`src/rtl/game_pkg.sv`:
```
// Shared types and constants for the falling-character game datapath.
package game_pkg;

   localparam int ASCII_W = 8;
   localparam int COORD_W = 10;
   localparam int SPEED_W = 3;

   localparam logic [COORD_W-1:0] BOTTOM_DEFAULT = 10'd480;

   // One falling character.
   typedef struct packed {
      logic               valid;
      logic [ASCII_W-1:0] ascii;
      logic [COORD_W-1:0] x;
      logic [COORD_W-1:0] y;
      logic [SPEED_W-1:0] speed;
   } slot_t;

   // Scheduler states; OVER is terminal until reset.
   typedef enum logic [2:0] {
      ST_IDLE   = 3'd0,
      ST_MOVE   = 3'd1,
      ST_MATCH  = 3'd2,
      ST_COMMIT = 3'd3,
      ST_SPAWN  = 3'd4,
      ST_OVER   = 3'd5
   } state_t;

   // Score increment that sticks at 255 instead of wrapping.
   function automatic logic [7:0] sat_inc8(input logic [7:0] v);
      return (v == 8'hFF) ? v : v + 8'd1;
   endfunction

endpackage

```
`src/rtl/slot_table.sv`:
```
// Register file of character slots: one write port, a scan read port for
// the scheduler FSM and an independent read port for the renderer.
module slot_table
   import game_pkg::*;
#(
   parameter int SLOTS = 16,
   parameter int IDX_W = $clog2(SLOTS)
) (
   input  logic               clk,
   input  logic               reset,
   input  logic               we_i,
   input  logic [IDX_W-1:0]   wr_idx_i,
   input  slot_t              wr_data_i,
   input  logic [IDX_W-1:0]   scan_idx_i,
   output slot_t              scan_data_o,
   input  logic [IDX_W-1:0]   rd_idx_i,
   output logic               rd_valid_o,
   output logic [ASCII_W-1:0] rd_ascii_o,
   output logic [COORD_W-1:0] rd_x_o,
   output logic [COORD_W-1:0] rd_y_o
);

   slot_t slots_q [SLOTS];

   // Slot storage: cleared by reset, otherwise written one slot per cycle.
   always_ff @(posedge clk) begin
      // NOTE: this storage is deliberately reset -- the game requires every
      // slot to read invalid right after reset, so it cannot map to a RAM.
      if (reset) begin
         for (int i = 0; i < SLOTS; i++) slots_q[i] <= '0;
      end else if (we_i) begin
         slots_q[wr_idx_i] <= wr_data_i;
      end
   end

   assign scan_data_o = slots_q[scan_idx_i];

   assign rd_valid_o = slots_q[rd_idx_i].valid;
   assign rd_ascii_o = slots_q[rd_idx_i].ascii;
   assign rd_x_o     = slots_q[rd_idx_i].x;
   assign rd_y_o     = slots_q[rd_idx_i].y;

endmodule

```
`src/rtl/char_slot_scheduler.sv`:
```
// Serialises spawn, key-hit and frame-move updates to the falling-character
// table, and keeps score and the sticky gameover flag.
module char_slot_scheduler
   import game_pkg::*;
#(
   parameter int                 SLOTS  = 16,
   parameter logic [COORD_W-1:0] BOTTOM = BOTTOM_DEFAULT,
   parameter int                 IDX_W  = $clog2(SLOTS)
) (
   input  logic               clk,
   input  logic               reset,
   input  logic               spawn_valid,
   output logic               spawn_ready,
   input  logic [ASCII_W-1:0] spawn_ascii,
   input  logic [COORD_W-1:0] spawn_x,
   input  logic [SPEED_W-1:0] spawn_speed,
   input  logic               key_valid,
   input  logic [ASCII_W-1:0] key_ascii,
   input  logic               frame_tick,
   input  logic [IDX_W-1:0]   rd_idx,
   output logic               rd_valid,
   output logic [ASCII_W-1:0] rd_ascii,
   output logic [COORD_W-1:0] rd_x,
   output logic [COORD_W-1:0] rd_y,
   output logic [7:0]         score,
   output logic               gameover,
   output logic               busy,
   output logic               hit,
   output logic               miss,
   output logic               drop
);

   localparam logic [IDX_W-1:0] LAST_IDX = IDX_W'(SLOTS - 1);

   state_t             state_q, state_d;
   logic [IDX_W-1:0]   idx_q, idx_d;
   logic               pend_tick_q, pend_tick_d;
   logic               pend_key_q, pend_key_d;
   logic [ASCII_W-1:0] key_code_q, key_code_d;
   logic [ASCII_W-1:0] match_key_q, match_key_d;
   logic [ASCII_W-1:0] sp_ascii_q, sp_ascii_d;
   logic [COORD_W-1:0] sp_x_q, sp_x_d;
   logic [SPEED_W-1:0] sp_speed_q, sp_speed_d;
   logic               cand_found_q, cand_found_d;
   logic [IDX_W-1:0]   cand_idx_q, cand_idx_d;
   logic [COORD_W-1:0] cand_y_q, cand_y_d;
   logic [7:0]         score_q, score_d;
   logic               gameover_q, gameover_d;
   logic               hit_q, hit_d;
   logic               miss_q, miss_d;
   logic               drop_q, drop_d;

   logic               tbl_we;
   logic [IDX_W-1:0]   tbl_wr_idx;
   slot_t              tbl_wr_data;
   logic [IDX_W-1:0]   scan_idx;
   slot_t              scan_data;
   logic [COORD_W-1:0] y_new;

   slot_table #(
      .SLOTS (SLOTS),
      .IDX_W (IDX_W)
   ) u_table (
      .clk         (clk),
      .reset       (reset),
      .we_i        (tbl_we),
      .wr_idx_i    (tbl_wr_idx),
      .wr_data_i   (tbl_wr_data),
      .scan_idx_i  (scan_idx),
      .scan_data_o (scan_data),
      .rd_idx_i    (rd_idx),
      .rd_valid_o  (rd_valid),
      .rd_ascii_o  (rd_ascii),
      .rd_x_o      (rd_x),
      .rd_y_o      (rd_y)
   );

   // COMMIT re-reads the winning slot so only its valid bit is cleared.
   assign scan_idx = (state_q == ST_COMMIT) ? cand_idx_q : idx_q;

   // 479 + 7 stays below 1024, so the 10-bit sum cannot wrap.
   assign y_new = scan_data.y + COORD_W'(scan_data.speed);

   // State register and all datapath registers.
   always_ff @(posedge clk) begin
      // NOTE: sequential state is updated with non-blocking assignments only,
      // so every register samples the pre-edge values of the others.
      if (reset) begin
         state_q      <= ST_IDLE;
         idx_q        <= '0;
         pend_tick_q  <= 1'b0;
         pend_key_q   <= 1'b0;
         key_code_q   <= '0;
         match_key_q  <= '0;
         sp_ascii_q   <= '0;
         sp_x_q       <= '0;
         sp_speed_q   <= '0;
         cand_found_q <= 1'b0;
         cand_idx_q   <= '0;
         cand_y_q     <= '0;
         score_q      <= '0;
         gameover_q   <= 1'b0;
         hit_q        <= 1'b0;
         miss_q       <= 1'b0;
         drop_q       <= 1'b0;
      end else begin
         state_q      <= state_d;
         idx_q        <= idx_d;
         pend_tick_q  <= pend_tick_d;
         pend_key_q   <= pend_key_d;
         key_code_q   <= key_code_d;
         match_key_q  <= match_key_d;
         sp_ascii_q   <= sp_ascii_d;
         sp_x_q       <= sp_x_d;
         sp_speed_q   <= sp_speed_d;
         cand_found_q <= cand_found_d;
         cand_idx_q   <= cand_idx_d;
         cand_y_q     <= cand_y_d;
         score_q      <= score_d;
         gameover_q   <= gameover_d;
         hit_q        <= hit_d;
         miss_q       <= miss_d;
         drop_q       <= drop_d;
      end
   end

   // Next-state, table-write and pending-request logic.
   always_comb begin
      // NOTE: every _d and table control gets a default before the case so
      // no branch leaves a signal unassigned and infers a latch.
      state_d      = state_q;
      idx_d        = idx_q;
      pend_tick_d  = pend_tick_q;
      pend_key_d   = pend_key_q;
      key_code_d   = key_code_q;
      match_key_d  = match_key_q;
      sp_ascii_d   = sp_ascii_q;
      sp_x_d       = sp_x_q;
      sp_speed_d   = sp_speed_q;
      cand_found_d = cand_found_q;
      cand_idx_d   = cand_idx_q;
      cand_y_d     = cand_y_q;
      score_d      = score_q;
      gameover_d   = gameover_q;
      hit_d        = 1'b0;
      miss_d       = 1'b0;
      drop_d       = 1'b0;
      tbl_we       = 1'b0;
      tbl_wr_idx   = idx_q;
      tbl_wr_data  = scan_data;

      case (state_q)
         ST_IDLE: begin
            if (pend_tick_q) begin
               state_d     = ST_MOVE;
               pend_tick_d = 1'b0;
               idx_d       = '0;
            end else if (pend_key_q) begin
               state_d      = ST_MATCH;
               pend_key_d   = 1'b0;
               match_key_d  = key_code_q;
               idx_d        = '0;
               cand_found_d = 1'b0;
               cand_idx_d   = '0;
               cand_y_d     = '0;
            end else if (spawn_valid) begin
               state_d    = ST_SPAWN;
               sp_ascii_d = spawn_ascii;
               sp_x_d     = spawn_x;
               sp_speed_d = spawn_speed;
               idx_d      = '0;
            end
         end

         ST_MOVE: begin
            if (scan_data.valid) begin
               tbl_we = 1'b1;
               if (y_new >= BOTTOM) begin
                  tbl_wr_data.valid = 1'b0;
                  gameover_d        = 1'b1;
               end else begin
                  tbl_wr_data.y = y_new;
               end
            end
            if (idx_q == LAST_IDX) begin
               state_d = gameover_d ? ST_OVER : ST_IDLE;
            end else begin
               idx_d = idx_q + IDX_W'(1);
            end
         end

         ST_MATCH: begin
            // Strict '>' keeps the earlier (lower-index) slot on equal y.
            if (scan_data.valid && scan_data.ascii == match_key_q &&
                (!cand_found_q || scan_data.y > cand_y_q)) begin
               cand_found_d = 1'b1;
               cand_idx_d   = idx_q;
               cand_y_d     = scan_data.y;
            end
            if (idx_q == LAST_IDX) begin
               state_d = ST_COMMIT;
            end else begin
               idx_d = idx_q + IDX_W'(1);
            end
         end

         ST_COMMIT: begin
            if (cand_found_q) begin
               tbl_we            = 1'b1;
               tbl_wr_idx        = cand_idx_q;
               tbl_wr_data.valid = 1'b0;
               score_d           = sat_inc8(score_q);
               hit_d             = 1'b1;
            end else begin
               miss_d = 1'b1;
            end
            state_d = ST_IDLE;
         end

         ST_SPAWN: begin
            if (!scan_data.valid) begin
               tbl_we            = 1'b1;
               tbl_wr_data.valid = 1'b1;
               tbl_wr_data.ascii = sp_ascii_q;
               tbl_wr_data.x     = sp_x_q;
               tbl_wr_data.y     = '0;
               tbl_wr_data.speed = sp_speed_q;
               state_d           = ST_IDLE;
            end else if (idx_q == LAST_IDX) begin
               drop_d  = 1'b1;
               state_d = ST_IDLE;
            end else begin
               idx_d = idx_q + IDX_W'(1);
            end
         end

         ST_OVER: begin
            state_d = ST_OVER;
         end

         default: begin
            state_d = ST_IDLE;
         end
      endcase

      // New pulses override a consumed or older pending request.
      if (frame_tick) pend_tick_d = 1'b1;
      if (key_valid) begin
         pend_key_d = 1'b1;
         key_code_d = key_ascii;
      end
      if (state_q == ST_OVER) begin
         pend_tick_d = 1'b0;
         pend_key_d  = 1'b0;
      end
   end

   // Handshake and status outputs decoded from the current state.
   always_comb begin
      spawn_ready = (state_q == ST_IDLE) && !pend_tick_q && !pend_key_q && !reset;
      busy        = (state_q != ST_IDLE);
   end

   assign score    = score_q;
   assign gameover = gameover_q;
   assign hit      = hit_q;
   assign miss     = miss_q;
   assign drop     = drop_q;

endmodule

```
`config.mk`:
```
export PLATFORM = sky130hd
export DESIGN_NAME = char_slot_scheduler
export DESIGN_NICKNAME = d
export VERILOG_FILES = /design/src/rtl/game_pkg.sv /design/src/rtl/slot_table.sv /design/src/rtl/char_slot_scheduler.sv
export SDC_FILE = /design/constraint.sdc
export NUM_CORES = 1
export LEC_CHECK = 0
export BUFFER_PORTS_ARGS = -buffer_cell sky130_fd_sc_hd__buf_2
export CAP_MARGIN = 25
export CORE_ASPECT_RATIO = 1.4
export CORE_MARGIN = 1.5
export CORE_UTILIZATION = 50
export DETAILED_ROUTE_END_ITERATION = 16
export PLACE_DENSITY = 0.64
export SYNTH_ARGS = -nofsm -noshare
export SYNTH_HDL_FRONTEND = slang
export SYNTH_SLANG_ARGS = --single-unit
```
`constraint.sdc`:
```
create_clock -name clk -period 11.05 [get_ports clk]
set_clock_uncertainty 0.15 [all_clocks]
set_input_delay 3.315 -clock clk [delete_from_list [all_inputs] [get_ports clk]]
set_output_delay 3.315 -clock clk [all_outputs]
set_load 0.01 [all_outputs]
```
==> flow_summary.toml <==
[status]
status = "complete, no violations"

[timing]
fmax_ghz = 0.1094
setup_tns_ns = 0
finalCritPeriodShare_pct = 82.71
min_period_ns = 9.139
hold_viol = 0
worst_slew_pin_slew_ns = 1.113
rsz0062_at_grt = "false"
setup_ws_ns = 1.911
drv_slew = 0
setup_viol_count_final = 0
maxSlewHeadroom_pct = 25.61

[layout]
fin_nets = 2350
antennaDiodeCount = 0
seq_area_sq_um = 16840
area.growth.synth_to_final_pct = 10.33
final_cells = 3100
drive_above_1_share_pct = 25.04
multiInputGateArea_sq_um = 12310
fillers = 4789
utilization_pct = 55.56

[floorplan]
die_y_um = 292.8
core_sq_um = 59550
rows = 106
die_w_um = 210.0
ios = 81
design.die.area_sq_um = 61470
start_util_pct = 50.36

[pwr]
p_int_mw = 3.928
comb_power_share_pct = 17.3
power_frac_seq_pct = 46.8
peakVddDrop_uv = 117.8
swShare_pct = 27.20
clkPwrFrac_pct = 35.9
power_density_nw_per_um2 = 163.1
switchingPower_mw = 1.468
cellLeakagePower_nw = 11.54

[placement]
dpl.hpwl_um = 55390
place_ws_ns = 1.876
dp.cells = 2992
gp_congestion = 0.8862
port_buffers = 80

[route]
vias = 20821
initialDrtViolationCount = 2472
drcViolationCount = 0
wl_per_cell_um = 31.12
finalWirelength_um = 96460
dr.pass1.iters = 5
ant_nets = 0
via_per_inst = 6.716

[setup_path]
cpPeakStageDelay_ns = 0.58
cp_slowest_cell = "buf_6"
crit_type = "input port to output port"
crit_path_frequent_cell = "mux4_2"
critical_path_peak_fanout = 56
path_cells = "buf_6, buf_4, mux4_2, mux4_2, buf_2"
cp_top_family = "buffers and inverters"
endpoint_kind = "output port"
cp.arrival_ns = 5.67
start_kind = "input port"
cp.required_ns = 7.59
crit_buf_inv = 3

[yosys]
synth_top_family_by_area = "multiplexers"
synth_area_sq_um = 29990
synthTopCellsByCount = "nor2_1, edfxtp_1, mux4_2"
yosys.area_share.adder_pct = 0.7260
syn_inst = 2278
yosysTopAreaCell = "edfxtp_1"
synth_async_sr_flop_share_pct = 0
synth-seq-area-share_pct = 56.14
synthXorXnorAreaFrac_pct = 0.6384
synth_top_area_share_pct = 51.27
synthSimpleGateAreaFrac_pct = 13.07
synth.distinct_cells = 67
avgSynthCellArea_sq_um = 13.16
synthMuxAreaShare_pct = 23.53
synth_compound_area_share_pct = 2.649
synth_most_common_cell = "nor2_1"
ys.flop_type = "edfxtp_1"
ys_seq_elements = 585
yosys_warnings = 0
syn_nets = 2332
synth_area_leaders = "edfxtp_1, mux4_2, nor2_1"
synth_edf_count = 512

[clocking]
cts.hold.buffers_added = 0
clock_path_buffers = 3
numCtsBuffers = 56
clkSlewWorstSetupHoldPaths_ns = 0.06
cts_tree = "built"
cts_setup_buffers = 0
cts_resized = 0
cts-root-buf = "clkbuf_16"
numClockSinks = 585
htree_num_levels = 2
clk_latency_ns = 0.64

[grt]
grt_use_total_pct = 31.67
grt_overflow = 0
antenna_found_initial = 0
grt_pass1_vias = 21122
grt_max_degree = 82
grt_pass1_wl_um = 138900

[worst_hold_path]
hold_path.class = "flop to flop"

[job]
drv_cap = 0
-- power by group through the flow --
stage / registers, mW / clock network, mW / logic (mW)
2_1_floorplan: 2.54 / 0 / 0.666
3_3_place_gp: 2.57 / 0 / 0.888
3_5_place_dp: 2.57 / 0 / 0.924
4_1_cts: 2.52 / 1.95 / 0.927
5_1_grt: 2.53 / 2.03 / 0.986
6_report: 2.53 / 1.94 / 0.931
-- final timing paths --
check	startpoint	endpoint	slack [ns]	depth (start not counted)
hold reg to reg	sp_x_q[4]$_SDFFE_PP0P_	sp_x_q[4]$_SDFFE_PP0P_	0.31	2
setup / recovery	rd_idx[1]	rd_x[6]	1.91	5
setup reg to reg	state_q[1]$_SDFFE_PP0P_	u_table.slots_q[3][8]$_SDFFCE_PN0P_	3.90	17
hold / removal	sp_x_q[4]$_SDFFE_PP0P_	sp_x_q[4]$_SDFFE_PP0P_	0.31	2
-- layout make-up --
class	instances	area share (%)
timing repair buffer	162	3.233
clock inverter	30	0.7677
clock buffer	76	4.784
inverter	22	0.2496
tap	756	2.859
sequential	585	50.89
multi-input combinational	1469	37.22
-- through the flow --
| stage | instance area (sq um) | hold slack [ns] | power [mW] |
|---|---|---|---|
| after floorplan | 29990 | 0.2812 | 3.210 |
| after global routing | 33090 | 0.3299 | 5.544 |
| after detailed placement | 31220 | 0.3034 | 3.493 |
| after CTS | 33060 | 0.3127 | 5.396 |
| after global placement | 31070 | 0.2954 | 3.454 |
| final | 33090 | 0.3124 | 5.396 |
-- sequential cells by signal (all words and copies together) (netlist names) --
signal	cells
sp_x_q	10
idx_q	4
hit	1
state_q	3
match_key_q	8
miss	1
cand_found_q	1
gameover	1
key_code_q	8
pend_tick_q	1
cand_idx_q	4
sp_ascii_q	8
cand_y_q	10
drop	1
score	8
u_table.slots_q	512
pend_key_q	1
sp_speed_q	3
-- layout by cell type (no fill, tap or decap), types with 8 or more instances in the layout --
cell       count
nand2_1      194
dfxtp_1       73
clkbuf_1      11
o21ai_0       12
clkinv_2      12
buf_2         78
nand2b_2      10
nand2_2       12
buf_4         78
xnor2_1       13
mux2i_1       71
a21oi_1       68
nand4_1       10
nor3_1        29
nor4_1         8
edfxtp_1     512
and3_1        23
clkbuf_16     59
inv_1         21
nor2_1       555
ha_1          15
mux4_2       272
a31oi_1       14
nand3_1       51
-- worst reg2reg max path, cell delays in order (launching register included) --
cell and delay, ns:
dfxtp_1 0.73, and3b_1 0.50, buf_4 0.31, mux2i_4 0.65, buf_4 0.72, nand2_1 0.13, and3_1 0.19, a31oi_1 0.55
ha_1 0.34, a21o_1 0.16, a21oi_1 0.11, nor4_1 0.45, and4_1 0.35, xor2_2 0.13, nor3_2 0.11, buf_4 0.33
mux2i_2 0.85, nor2_1 0.11
-- kinds of logic after synthesis --
family / count (synthesis)
and+or+nand+nor: 943
DFF: 585
muxes: 358
buffers and inverters: 224
AOI/OAI and AO/OA: 130
xor gates and xnor gates: 21
adders and majority gates: 17
-- metal layers --
layer  track usage [%]  wire, um
met4             19.39      6465
met1             37.61     32820
met2             54.01     48260
met3             5.275      8911
met5                 0         0
(Power assumes the default switching activity.)
